--- config.mk ---
export PLATFORM = sky130hd
export DESIGN_NAME = u712_sdram_arb
export DESIGN_NICKNAME = d
export VERILOG_FILES = /design/src/rtl/u712_sdram_arb.sv
export SDC_FILE = /design/constraint.sdc
export NUM_CORES = 1
export LEC_CHECK = 0
export ABC_AREA = 0
export BUFFER_PORTS_ARGS = -buffer_cell sky130_fd_sc_hd__buf_2
export CAP_MARGIN = 30
export CORE_ASPECT_RATIO = 0.7
export CORE_MARGIN = 5
export CORE_UTILIZATION = 30
export CTS_CLUSTER_DIAMETER = 50
export DETAILED_ROUTE_END_ITERATION = 12
export GPL_ROUTABILITY_DRIVEN = 0
export PLACE_DENSITY_LB_ADDON = 0.3
export SETUP_SLACK_MARGIN = 0.5
export SLEW_MARGIN = 10
export SYNTH_ARGS = -nofsm -noshare
export SYNTH_HDL_FRONTEND = slang
export SYNTH_SLANG_ARGS = --single-unit
--- constraint.sdc ---
create_clock -name CLK80 -period 4.9 [get_ports CLK80]
set_input_delay 0.735 -clock CLK80 [delete_from_list [all_inputs] [get_ports CLK80]]
set_output_delay 0.735 -clock CLK80 [all_outputs]
set_load 0.02 [all_outputs]
--- src/rtl/u712_sdram_arb.sv ---
// u712_sdram_arb: chip RAM SDRAM arbiter for Agnus DMA, CPU and refresh.
// Issues ACTIVE / READ|WRITE / PRECHARGE sequences for one owner at a time,
// and interleaves auto-refresh driven by a free-running interval timer.
module u712_sdram_arb #(
    parameter int REF_INTERVAL = 624,
    parameter int TRCD         = 2,
    parameter int CL           = 2,
    parameter int TRP          = 2,
    parameter int TRFC         = 6
) (
    input  logic       CLK80,
    input  logic       RESETn,
    input  logic       DMA_REQ,
    input  logic       DMA_WR,
    input  logic       CPU_REQ,
    input  logic       CPU_WR,
    output logic [2:0] CMD,
    output logic       ADDR_SEL,
    output logic       DMA_GNT,
    output logic       CPU_GNT,
    output logic       DMA_ACK,
    output logic       CPU_ACK,
    output logic [1:0] REF_PEND
);

    // SDRAM command encodings {RASn,CASn,WEn}
    localparam logic [2:0] CMD_NOP     = 3'b111;
    localparam logic [2:0] CMD_ACTIVE  = 3'b011;
    localparam logic [2:0] CMD_READ    = 3'b101;
    localparam logic [2:0] CMD_WRITE   = 3'b100;
    localparam logic [2:0] CMD_PRECHG  = 3'b010;
    localparam logic [2:0] CMD_REFRESH = 3'b001;

    // Sequence counter must hold the largest reload value
    localparam int CNT_MAX_A = (TRCD > CL) ? TRCD : CL;
    localparam int CNT_MAX_B = (TRP > TRFC) ? TRP : TRFC;
    localparam int CNT_MAX   = (CNT_MAX_A > CNT_MAX_B) ? CNT_MAX_A : CNT_MAX_B;
    localparam int CNT_W     = $clog2(CNT_MAX + 1);

    localparam logic [CNT_W-1:0] C_ONE  = CNT_W'(1);
    localparam logic [CNT_W-1:0] C_TRCD = CNT_W'(TRCD - 1);
    localparam logic [CNT_W-1:0] C_CL   = CNT_W'(CL);
    localparam logic [CNT_W-1:0] C_TRP  = CNT_W'(TRP - 1);
    localparam logic [CNT_W-1:0] C_TRFC = CNT_W'(TRFC - 1);

    localparam int TMR_W = (REF_INTERVAL > 1) ? $clog2(REF_INTERVAL) : 1;
    localparam logic [TMR_W-1:0] C_TMR_INIT = TMR_W'(REF_INTERVAL - 1);
    localparam logic [TMR_W-1:0] C_TMR_ONE  = TMR_W'(1);

    typedef enum logic [2:0] {
        IDLE     = 3'd0,
        ACT      = 3'd1,
        RW       = 3'd2,
        CAS_WAIT = 3'd3,
        PRE      = 3'd4,
        REF      = 3'd5
    } state_t;

    state_t             r_state;
    logic [CNT_W-1:0]   r_cnt;
    logic [2:0]         r_cmd;
    logic               r_addr_sel;
    logic [1:0]         r_gnt;       // {DMA, CPU}
    logic [1:0]         r_ack;       // {DMA, CPU}
    logic               r_wr;        // direction latched at the ACTIVE edge
    logic [TMR_W-1:0]   r_tmr;
    logic [1:0]         r_ref_pend;

    state_t             w_state_next;
    logic [CNT_W-1:0]   w_cnt_next;
    logic [2:0]         w_cmd_next;
    logic               w_addr_sel_next;
    logic [1:0]         w_gnt_next;
    logic [1:0]         w_ack_next;
    logic               w_wr_next;

    logic               w_idle;
    logic               w_urgent;
    logic               w_sel_ref;
    logic               w_sel_dma;
    logic               w_sel_cpu;
    logic               w_ref_grant;
    logic               w_expire;

    // PRE and REF behave as IDLE on their final edge so a new access can
    // start on the very edge the previous one finishes.
    assign w_idle      = (r_state == IDLE) ||
                         (((r_state == PRE) || (r_state == REF)) && (r_cnt == '0));
    assign w_urgent    = (r_ref_pend >= 2'd2);
    assign w_sel_ref   = w_urgent || (!DMA_REQ && !CPU_REQ && (r_ref_pend != 2'd0));
    assign w_sel_dma   = !w_urgent && DMA_REQ;
    assign w_sel_cpu   = !w_urgent && !DMA_REQ && CPU_REQ;
    assign w_ref_grant = w_idle && w_sel_ref;
    assign w_expire    = (r_tmr == '0);

    // State register and registered outputs; reset abandons any sequence
    always_ff @(negedge CLK80) begin
        if (!RESETn) begin
            r_state    <= IDLE;
            r_cnt      <= '0;
            r_cmd      <= CMD_NOP;
            r_addr_sel <= 1'b0;
            r_gnt      <= 2'b00;
            r_ack      <= 2'b00;
            r_wr       <= 1'b0;
        end else begin
            r_state    <= w_state_next;
            r_cnt      <= w_cnt_next;
            r_cmd      <= w_cmd_next;
            r_addr_sel <= w_addr_sel_next;
            r_gnt      <= w_gnt_next;
            r_ack      <= w_ack_next;
            r_wr       <= w_wr_next;
        end
    end

    // Next-state logic: sequence timing and arbitration on idle edges
    always_comb begin
        w_state_next = r_state;
        w_cnt_next   = r_cnt;
        case (r_state)
            ACT: begin
                if (r_cnt == '0) begin
                    w_state_next = r_wr ? RW : CAS_WAIT;
                    w_cnt_next   = r_wr ? '0 : C_CL;
                end else begin
                    w_cnt_next = r_cnt - C_ONE;
                end
            end
            RW: begin
                w_state_next = PRE;
                w_cnt_next   = C_TRP;
            end
            CAS_WAIT: begin
                if (r_cnt == '0) begin
                    w_state_next = PRE;
                    w_cnt_next   = C_TRP;
                end else begin
                    w_cnt_next = r_cnt - C_ONE;
                end
            end
            PRE, REF: begin
                if (r_cnt != '0) begin
                    w_cnt_next = r_cnt - C_ONE;
                end
            end
            default: ;
        endcase
        if (w_idle) begin
            if (w_sel_ref) begin
                w_state_next = REF;
                w_cnt_next   = C_TRFC;
            end else if (w_sel_dma || w_sel_cpu) begin
                w_state_next = ACT;
                w_cnt_next   = C_TRCD;
            end else begin
                w_state_next = IDLE;
                w_cnt_next   = '0;
            end
        end
    end

    // Output logic: command, address mux, grant and ack for the next edge
    always_comb begin
        w_cmd_next      = CMD_NOP;
        w_addr_sel_next = r_addr_sel;
        w_gnt_next      = r_gnt;
        w_ack_next      = 2'b00;
        w_wr_next       = r_wr;
        case (r_state)
            ACT: begin
                if (r_cnt == '0) begin
                    w_cmd_next      = r_wr ? CMD_WRITE : CMD_READ;
                    w_addr_sel_next = 1'b1;
                    if (r_wr) begin
                        w_ack_next = r_gnt;
                    end
                end
            end
            RW: begin
                w_cmd_next = CMD_PRECHG;
            end
            CAS_WAIT: begin
                if (r_cnt == C_ONE) begin
                    w_ack_next = r_gnt;
                end else if (r_cnt == '0) begin
                    w_cmd_next = CMD_PRECHG;
                end
            end
            default: ;
        endcase
        if (w_idle) begin
            w_addr_sel_next = 1'b0;
            w_gnt_next      = {w_sel_dma, w_sel_cpu};
            if (w_sel_ref) begin
                w_cmd_next = CMD_REFRESH;
            end else if (w_sel_dma) begin
                w_cmd_next = CMD_ACTIVE;
                w_wr_next  = DMA_WR;
            end else if (w_sel_cpu) begin
                w_cmd_next = CMD_ACTIVE;
                w_wr_next  = CPU_WR;
            end
        end
    end

    // Refresh interval timer and saturating count of owed refreshes
    always_ff @(negedge CLK80) begin
        if (!RESETn) begin
            r_tmr      <= C_TMR_INIT;
            r_ref_pend <= 2'd0;
        end else begin
            r_tmr <= w_expire ? C_TMR_INIT : (r_tmr - C_TMR_ONE);
            if (w_expire && !w_ref_grant) begin
                if (r_ref_pend != 2'd3) begin
                    r_ref_pend <= r_ref_pend + 2'd1;
                end
            end else if (w_ref_grant && !w_expire) begin
                r_ref_pend <= r_ref_pend - 2'd1;
            end
        end
    end

    assign CMD      = r_cmd;
    assign ADDR_SEL = r_addr_sel;
    assign DMA_GNT  = r_gnt[1];
    assign CPU_GNT  = r_gnt[0];
    assign DMA_ACK  = r_ack[1];
    assign CPU_ACK  = r_ack[0];
    assign REF_PEND = r_ref_pend;

endmodule

* Word level (Yosys, flattened, before mapping) *
Cells that the tools add are included.

storage, ports and cells
  register bits = 27
  word-level logic and storage cells = 93
  output and inout bits = 10
  input port bits = 6

operators by class
  reductions and logical operators = 35
  multiplexer cells = 31
  eq/ne operators = 11
  bitwise logic cells = 2
  $add $sub $neg = 4
  magnitude comparators = 1

operators by type and width
  cell                                                                    number
  3-bit 2-to-1 mux                                                        14
  3-bit case mux with 3 select lines                                      2
  2-bit 2-to-1 mux                                                        8
  3-bit case mux with 4 select lines                                      1
  10-bit zero test                                                        1
  10-bit by 1-bit subtractor with 10-bit output (second input constant)   1
  1-bit logical AND                                                       9
  3-bit inequality test (second input constant)                           3
  3-bit by 1-bit equality test with 1-bit output (second input constant)  2
  3-bit by 2-bit equality test with 1-bit output (second input constant)  2
  3-bit equality test (second input constant)                             2
  3-bit zero test                                                         2
  2-bit AND reduction                                                     3
  3-bit AND reduction                                                     2
  2-bit nonzero test                                                      3
  2-bit OR reduction                                                      3
  1-bit zero test                                                         5
  1-bit 2-to-1 mux                                                        5
  5-bit nonzero test                                                      1
  1-bit logical OR                                                        4
  2-bit case mux with 2 select lines                                      1
  4-bit nonzero test                                                      1
  3-bit nonzero test                                                      1
  3-bit by 1-bit subtractor with 3-bit output (second input constant)     1
  6 further kinds                                                         7

* Longest topological paths before layout *
Gate-level depths: netlist of the first run.

  word-level depth = 9
  depth in mapped cells = 8
  depth with buffers taken out = 6

==> results of run 1 <==
==> final timing paths <==
kind | startpoint | endpoint | slack [ps] | cells past startpoint
setup / recovery | CPU_REQ | REF_PEND[0] | 650 | 5
hold / removal | r_tmr[0] | r_tmr[0] | 400 | 1
setup reg to reg | r_state[1] | CMD[0] | 2950 | 6
hold reg to reg | r_tmr[0] | r_tmr[0] | 400 | 1
==> critical path, cell delays in order <==
cell and delay, ps:
buf_2 120, or3b_2 480, a22oi_1 380, mux2i_1 240, o22ai_1 80
==> cell usage in the layout, fill, tap and decap left out, types with 2 or more instances in the layout <==
| master | instances |
|---|---|
| nand2b_1 | 5 |
| buf_2 | 15 |
| clkbuf_8 | 3 |
| and2_1 | 4 |
| inv_1 | 35 |
| a21oi_1 | 9 |
| xor2_1 | 4 |
| or3b_2 | 2 |
| xnor2_1 | 3 |
| ha_1 | 8 |
| nor4_1 | 3 |
| a21boi_0 | 5 |
| nand3b_1 | 3 |
| nor3_1 | 3 |
| dfxtp_1 | 27 |
| nor2_1 | 12 |
| nor2b_1 | 3 |
| or3_1 | 3 |
| o21ai_0 | 7 |
| nand4_1 | 2 |
| nand2_1 | 23 |
| o211a_1 | 3 |
| nand3_1 | 7 |
| mux2i_1 | 2 |
==> stage by stage <==
step / cells / area [sq um]
5_1_grt: 281 / 1740
2_1_floorplan: 172 / 1460
3_3_place_gp: 251 / 1590
3_5_place_dp: 251 / 1590
4_1_cts: 281 / 1740
6_report: 281 / 1740
==> power breakdown <==
group / total [uW] / switching [uW] / leakage (uW) / internal (uW)
clock: 221 / 134 / 0.000170 / 87.6
sequential: 299 / 39.8 / 0.000220 / 259
combinational: 368 / 218 / 0.000415 / 150
total: 888 / 391 / 0.000805 / 497
==> flip-flops by register name, summed over array words and instances, names as in the netlist <==
| signal | cells |
|---|---|
| r_ack | 2 |
| r_tmr | 10 |
| r_gnt | 2 |
| r_state | 3 |
| r_cnt | 3 |
| CMD | 3 |
| ADDR_SEL | 1 |
| r_wr | 1 |
| REF_PEND | 2 |
==> logic make-up (layout without fill, tap and decap cells) <==
group	after synthesis	after routing	share of synthesized area, %
flops	27	27	37.0
buf+inv	14	54	4.63
xor+xnor	7	7	4.20
mux	2	2	1.37
fa+ha+maj	8	8	6.86
simple gates	77	77	27.9
compound gates	37	37	18.0
==> cell type report <==
class                   count  area share, %
well taps                  69           4.97
inverters                   8           1.73
clock buffers               3           2.38
multi-input cells         131           49.1
repair buffers             15           4.33
clock inverters            28           6.34
flip-flops and latches     27           31.1
==> routing by layer <==
metal	track usage, %	vias to the layer above	wire [um]
met2	16.1	37	1300
met3	5.60	2	279
met5	0	-	0
met4	5.12	0	17
met1	15.5	582	1790
li1	-	687	-
==> impl_results.md, run 1 <==
* Run status: finished, final reports clean
* Post-synth EDFFs at 0
* Pleak at 0.000805 uW
* Setup Fix Bufs, Post-CTS at 0
* Clock transition at the registers of the reported paths at 40 ps
* Worst EP arrival at 2040 ps
* Vias per std cell at 4.65
* CTS root buffer: clkbuf_8
* # rows at 21
* Syn_nets at 186
* Syn Area/Cell at 8.49 sq um
* HP Class: reg2reg
* Vias in the first global route at 1326
* Final Hold Violating Endpoints at 0
* IO buf count at 15
* Synth area leader: dfxtp_1
* First-pass GRT wire length at 5870 um
* Footprint of the multi-input gates at 852 sq um
* I/O pin cnt at 16
* Ys async rst share at 0%
* Synth top cells by count: dfxtp_1 (27), nand2_1 (23), nor2_1 (12), a21oi_1 (9), inv_1 (9)
* Sequential fraction of the synthesis area at 37.0%
* Register bit count reported by yosys at 27
* Cts repair resizes at 0
* CTS tree: yes
* CP endpoint kind: flip-flop
* Total grt overflow at 0
* Wirelength per Cell at 12.0 um
* Initial core utilization at 30.7%
* Detailed Route Iter0 Violations at 87
* DRC at 0
* PwrDens at 512 nW/um^2
* Pin count of the biggest net entering global routing at 21
* Area delta synth->final at 18.9%
* Fin util at 36.5%
* Setup TNS at 0 ps
* Final Power at 888 uW
* Primary FF master, synth: dfxtp_1
* Cts hold-fix bufs at 0
* Ranking of synthesized cells by area: dfxtp_1 (37%), ha_1 (6.9%), nand2_1 (5.9%), a21oi_1 (3.1%), nor2_1 (3.1%)
* Max VDD drop at 0.204 mV
* Clock Tree Buf Depth at 2
* Final setup viols at 0
* RSZ-0062 raised after global routing: false
* TritonCTS Buffers at 3
* H-tree levels at 1
* Final net count at 227
* Initial antenna violation count at 0
* Hold slack at 404 ps
* CORE AREA at 4760 sq um
* Reg area at 541 sq um
* YS warnings at 0
* Max-slew headroom at 47.6%
* Clk_lat worst skew at 360 ps
* Via count at 1308
* Most frequent cell after synthesis: dfxtp_1
* Syn Inst Count at 172
* Die Area at 6380 sq um
* Chip Height at 68.4 um
* Post-DP HPWL at 2420 um
* Post-Syn Area at 1460 sq um
* Drt pass-1 iters at 4
* N_diodes at 0
* Post-synth top area share at 37.0%
* Post-Route WL at 3380 um
* Post-route ant nets at 0
* Maxcap violations at 0
* Unique cell type count in the Yosys netlist at 44
* Clock skew at 14.9 ps
* Final worst setup slack at 651 ps
* Die width at 93.4 um
* CTS sink cnt at 27
* All-Layer GR Usage at 11.8%
* Dpl ws at 292 ps
* Final Max Slew Viols at 0
* Worst slew pin tran at 781 ps
* CP required at 2690 ps
* Startpoint types: primary input
* Fill count at 520
* Fraction of layout cells with a size suffix above 1 at 11.8%
* Crit Path Class: in2reg
* Max FO, Critical Path at 5
Note: power is estimated with default switching activity, not from simulation.
==> inputs of run 2 (changes only) <==
--- a/config.mk
+++ b/config.mk
@@ -8,7 +8,6 @@
 export ABC_AREA = 0
 export BUFFER_PORTS_ARGS = -buffer_cell sky130_fd_sc_hd__buf_2
 export CAP_MARGIN = 30
-export CORE_ASPECT_RATIO = 0.7
 export CORE_MARGIN = 5
 export CORE_UTILIZATION = 30
 export CTS_CLUSTER_DIAMETER = 50
@@ -20,3 +19,4 @@
 export SYNTH_ARGS = -nofsm -noshare
 export SYNTH_HDL_FRONTEND = slang
 export SYNTH_SLANG_ARGS = --single-unit
+export TNS_END_PERCENT = 20
==> constraint.sdc (replaced) <==
create_clock -name CLK80 -period 4.6 [get_ports CLK80]
set_input_delay 0.69 -clock CLK80 [delete_from_list [all_inputs] [get_ports CLK80]]
set_output_delay 0.69 -clock CLK80 [all_outputs]
set_load 0.02 [all_outputs]
==> impl_results.md, run 2 (synthesis gave the netlist of run 1 again) <==
* Crit path from: REF_PEND[0]
* Final Hold Violating Endpoints at 0
* CP required at 3910 ps
* All-Layer GR Usage at 11.0%
* RR Startpoint: r_state[1]
* Pin count of the biggest net entering global routing at 16
* Clk_lat worst skew at 350 ps
* IO buf count at 15
* Post-route ant nets at 0
* Clock transition at the registers of the reported paths at 30 ps
* Via count at 1326
* Crit Path Class: reg2out
* First-pass GRT wire length at 5660 um
* Cts hold-fix bufs at 0
* Max VDD drop at 0.216 mV
* Most common library cell in the layout ignoring fill and taps: inv_1
* Crit path buf inv count at 1
* Vias in the first global route at 1322
* Die width at 79.8 um
* Max-slew headroom at 51.5%
* Dpl ws at 331 ps
* Clock Tree Buf Depth at 2
* Final net count at 228
* Area delta synth->final at 21.0%
* Min-delay src: r_tmr[0]
* Final Max Slew Viols at 0
* Final worst setup slack at 639 ps
* N_diodes at 0
* Max reg flops at 10
* Pleak at 0.000819 uW
* Detailed Route Iter0 Violations at 98
* Total grt overflow at 0
* TritonCTS Buffers at 3
* Cts repair resizes at 0
* DRC at 0
* CORE AREA at 4720 sq um
* H-tree levels at 1
* Setup TNS at 0 ps
* Post-DP HPWL at 2320 um
* Fin util at 37.4%
* Max incr delay on CP at 420 ps
* Max FO, Critical Path at 6
* RSZ-0062 raised after global routing: false
* PwrDens at 561 nW/um^2
* # rows at 25
* CP Cell Sequence: buf_2
* Run status: finished, final reports clean
* Clock skew at 11.4 ps
* Crit path max-delay family: flip-flops
* Setup Fix Bufs, Post-CTS at 0
* Startpoint types: flip-flop
* Maxcap violations at 0
* Drt pass-1 iters at 4
* Worst slew pin tran at 722 ps
* CP endpoint kind: output port
* HP Class: reg2reg
* Fraction of layout cells with a size suffix above 1 at 12.7%
* Vias per std cell at 4.74
* Top reg by flops: r_tmr
* Die Area at 6360 sq um
* CTS root buffer: clkbuf_8
* CTS tree: yes
* Wirelength per Cell at 11.5 um
* Initial antenna violation count at 0
* Final setup viols at 0
* Worst EP arrival at 3270 ps
* Crit path max-delay cell type: dfxtp_1
* Chip Height at 79.8 um
* Initial core utilization at 30.9%
* Post-Route WL at 3220 um
* I/O pin cnt at 16
* Most frequent cells in the layout: inv_1 (35), dfxtp_1 (27), nand2_1 (23)
* CTS sink cnt at 27
-- run 2: changes by cell type in the layout (fill, tap and decap cells not counted), sizes merged --
cell,delta
buf,+1
bufinv,+1
clkinv,-1
-- run 2: per-layer routing --
metal	vias to the layer above	wire [um]	global-route usage (%)	share of wire [%]
li1	691	-	-	-
met1	610	1480	12.2	46
met2	19	1540	18.0	48
met3	6	152	4.40	4.7
met4	0	51	5.57	1.6
met5	-	0	0	0
-- run 2: final cells by class --
class,instances,area (sq um)
Timing Repair Buffer,16,82.6
Clock inverter,28,131
Fill cell,502,2960
Tap cell,67,83.8
Sequential cell,27,541
Clock buffer,3,41.3
Multi-Input combinational cell,131,857
Inverter,8,30.0
-- run 2: metrics by stage --
stage | instances | hold slack, ps | total power [uW] | cell area [sq um]
after global placement | 250 | 401 | 755 | 1600
after global routing | 280 | 441 | 1090 | 1770
after detailed placement | 250 | 404 | 747 | 1600
final | 280 | 418 | 991 | 1770
after floorplan | 172 | 384 | 666 | 1470
after CTS | 280 | 424 | 1010 | 1770
-- run 2: report_power, final --
part           leakage, uW  switching [uW]  internal [uW]
registers         0.000220            40.0            276
clock network     0.000180             136            147
logic             0.000419             231            161
total             0.000819             407            584
-- run 2: worst paths after layout --
| kind | endpoint | slack [ps] | depth (start not counted) |
|---|---|---|---|
| worst max-delay path | REF_PEND[0] | 640 | 1 |
| worst min-delay path | r_tmr[0] | 420 | 1 |
| worst max register to register | r_state[2] | 2590 | 6 |
| worst min register to register | r_tmr[0] | 420 | 1 |
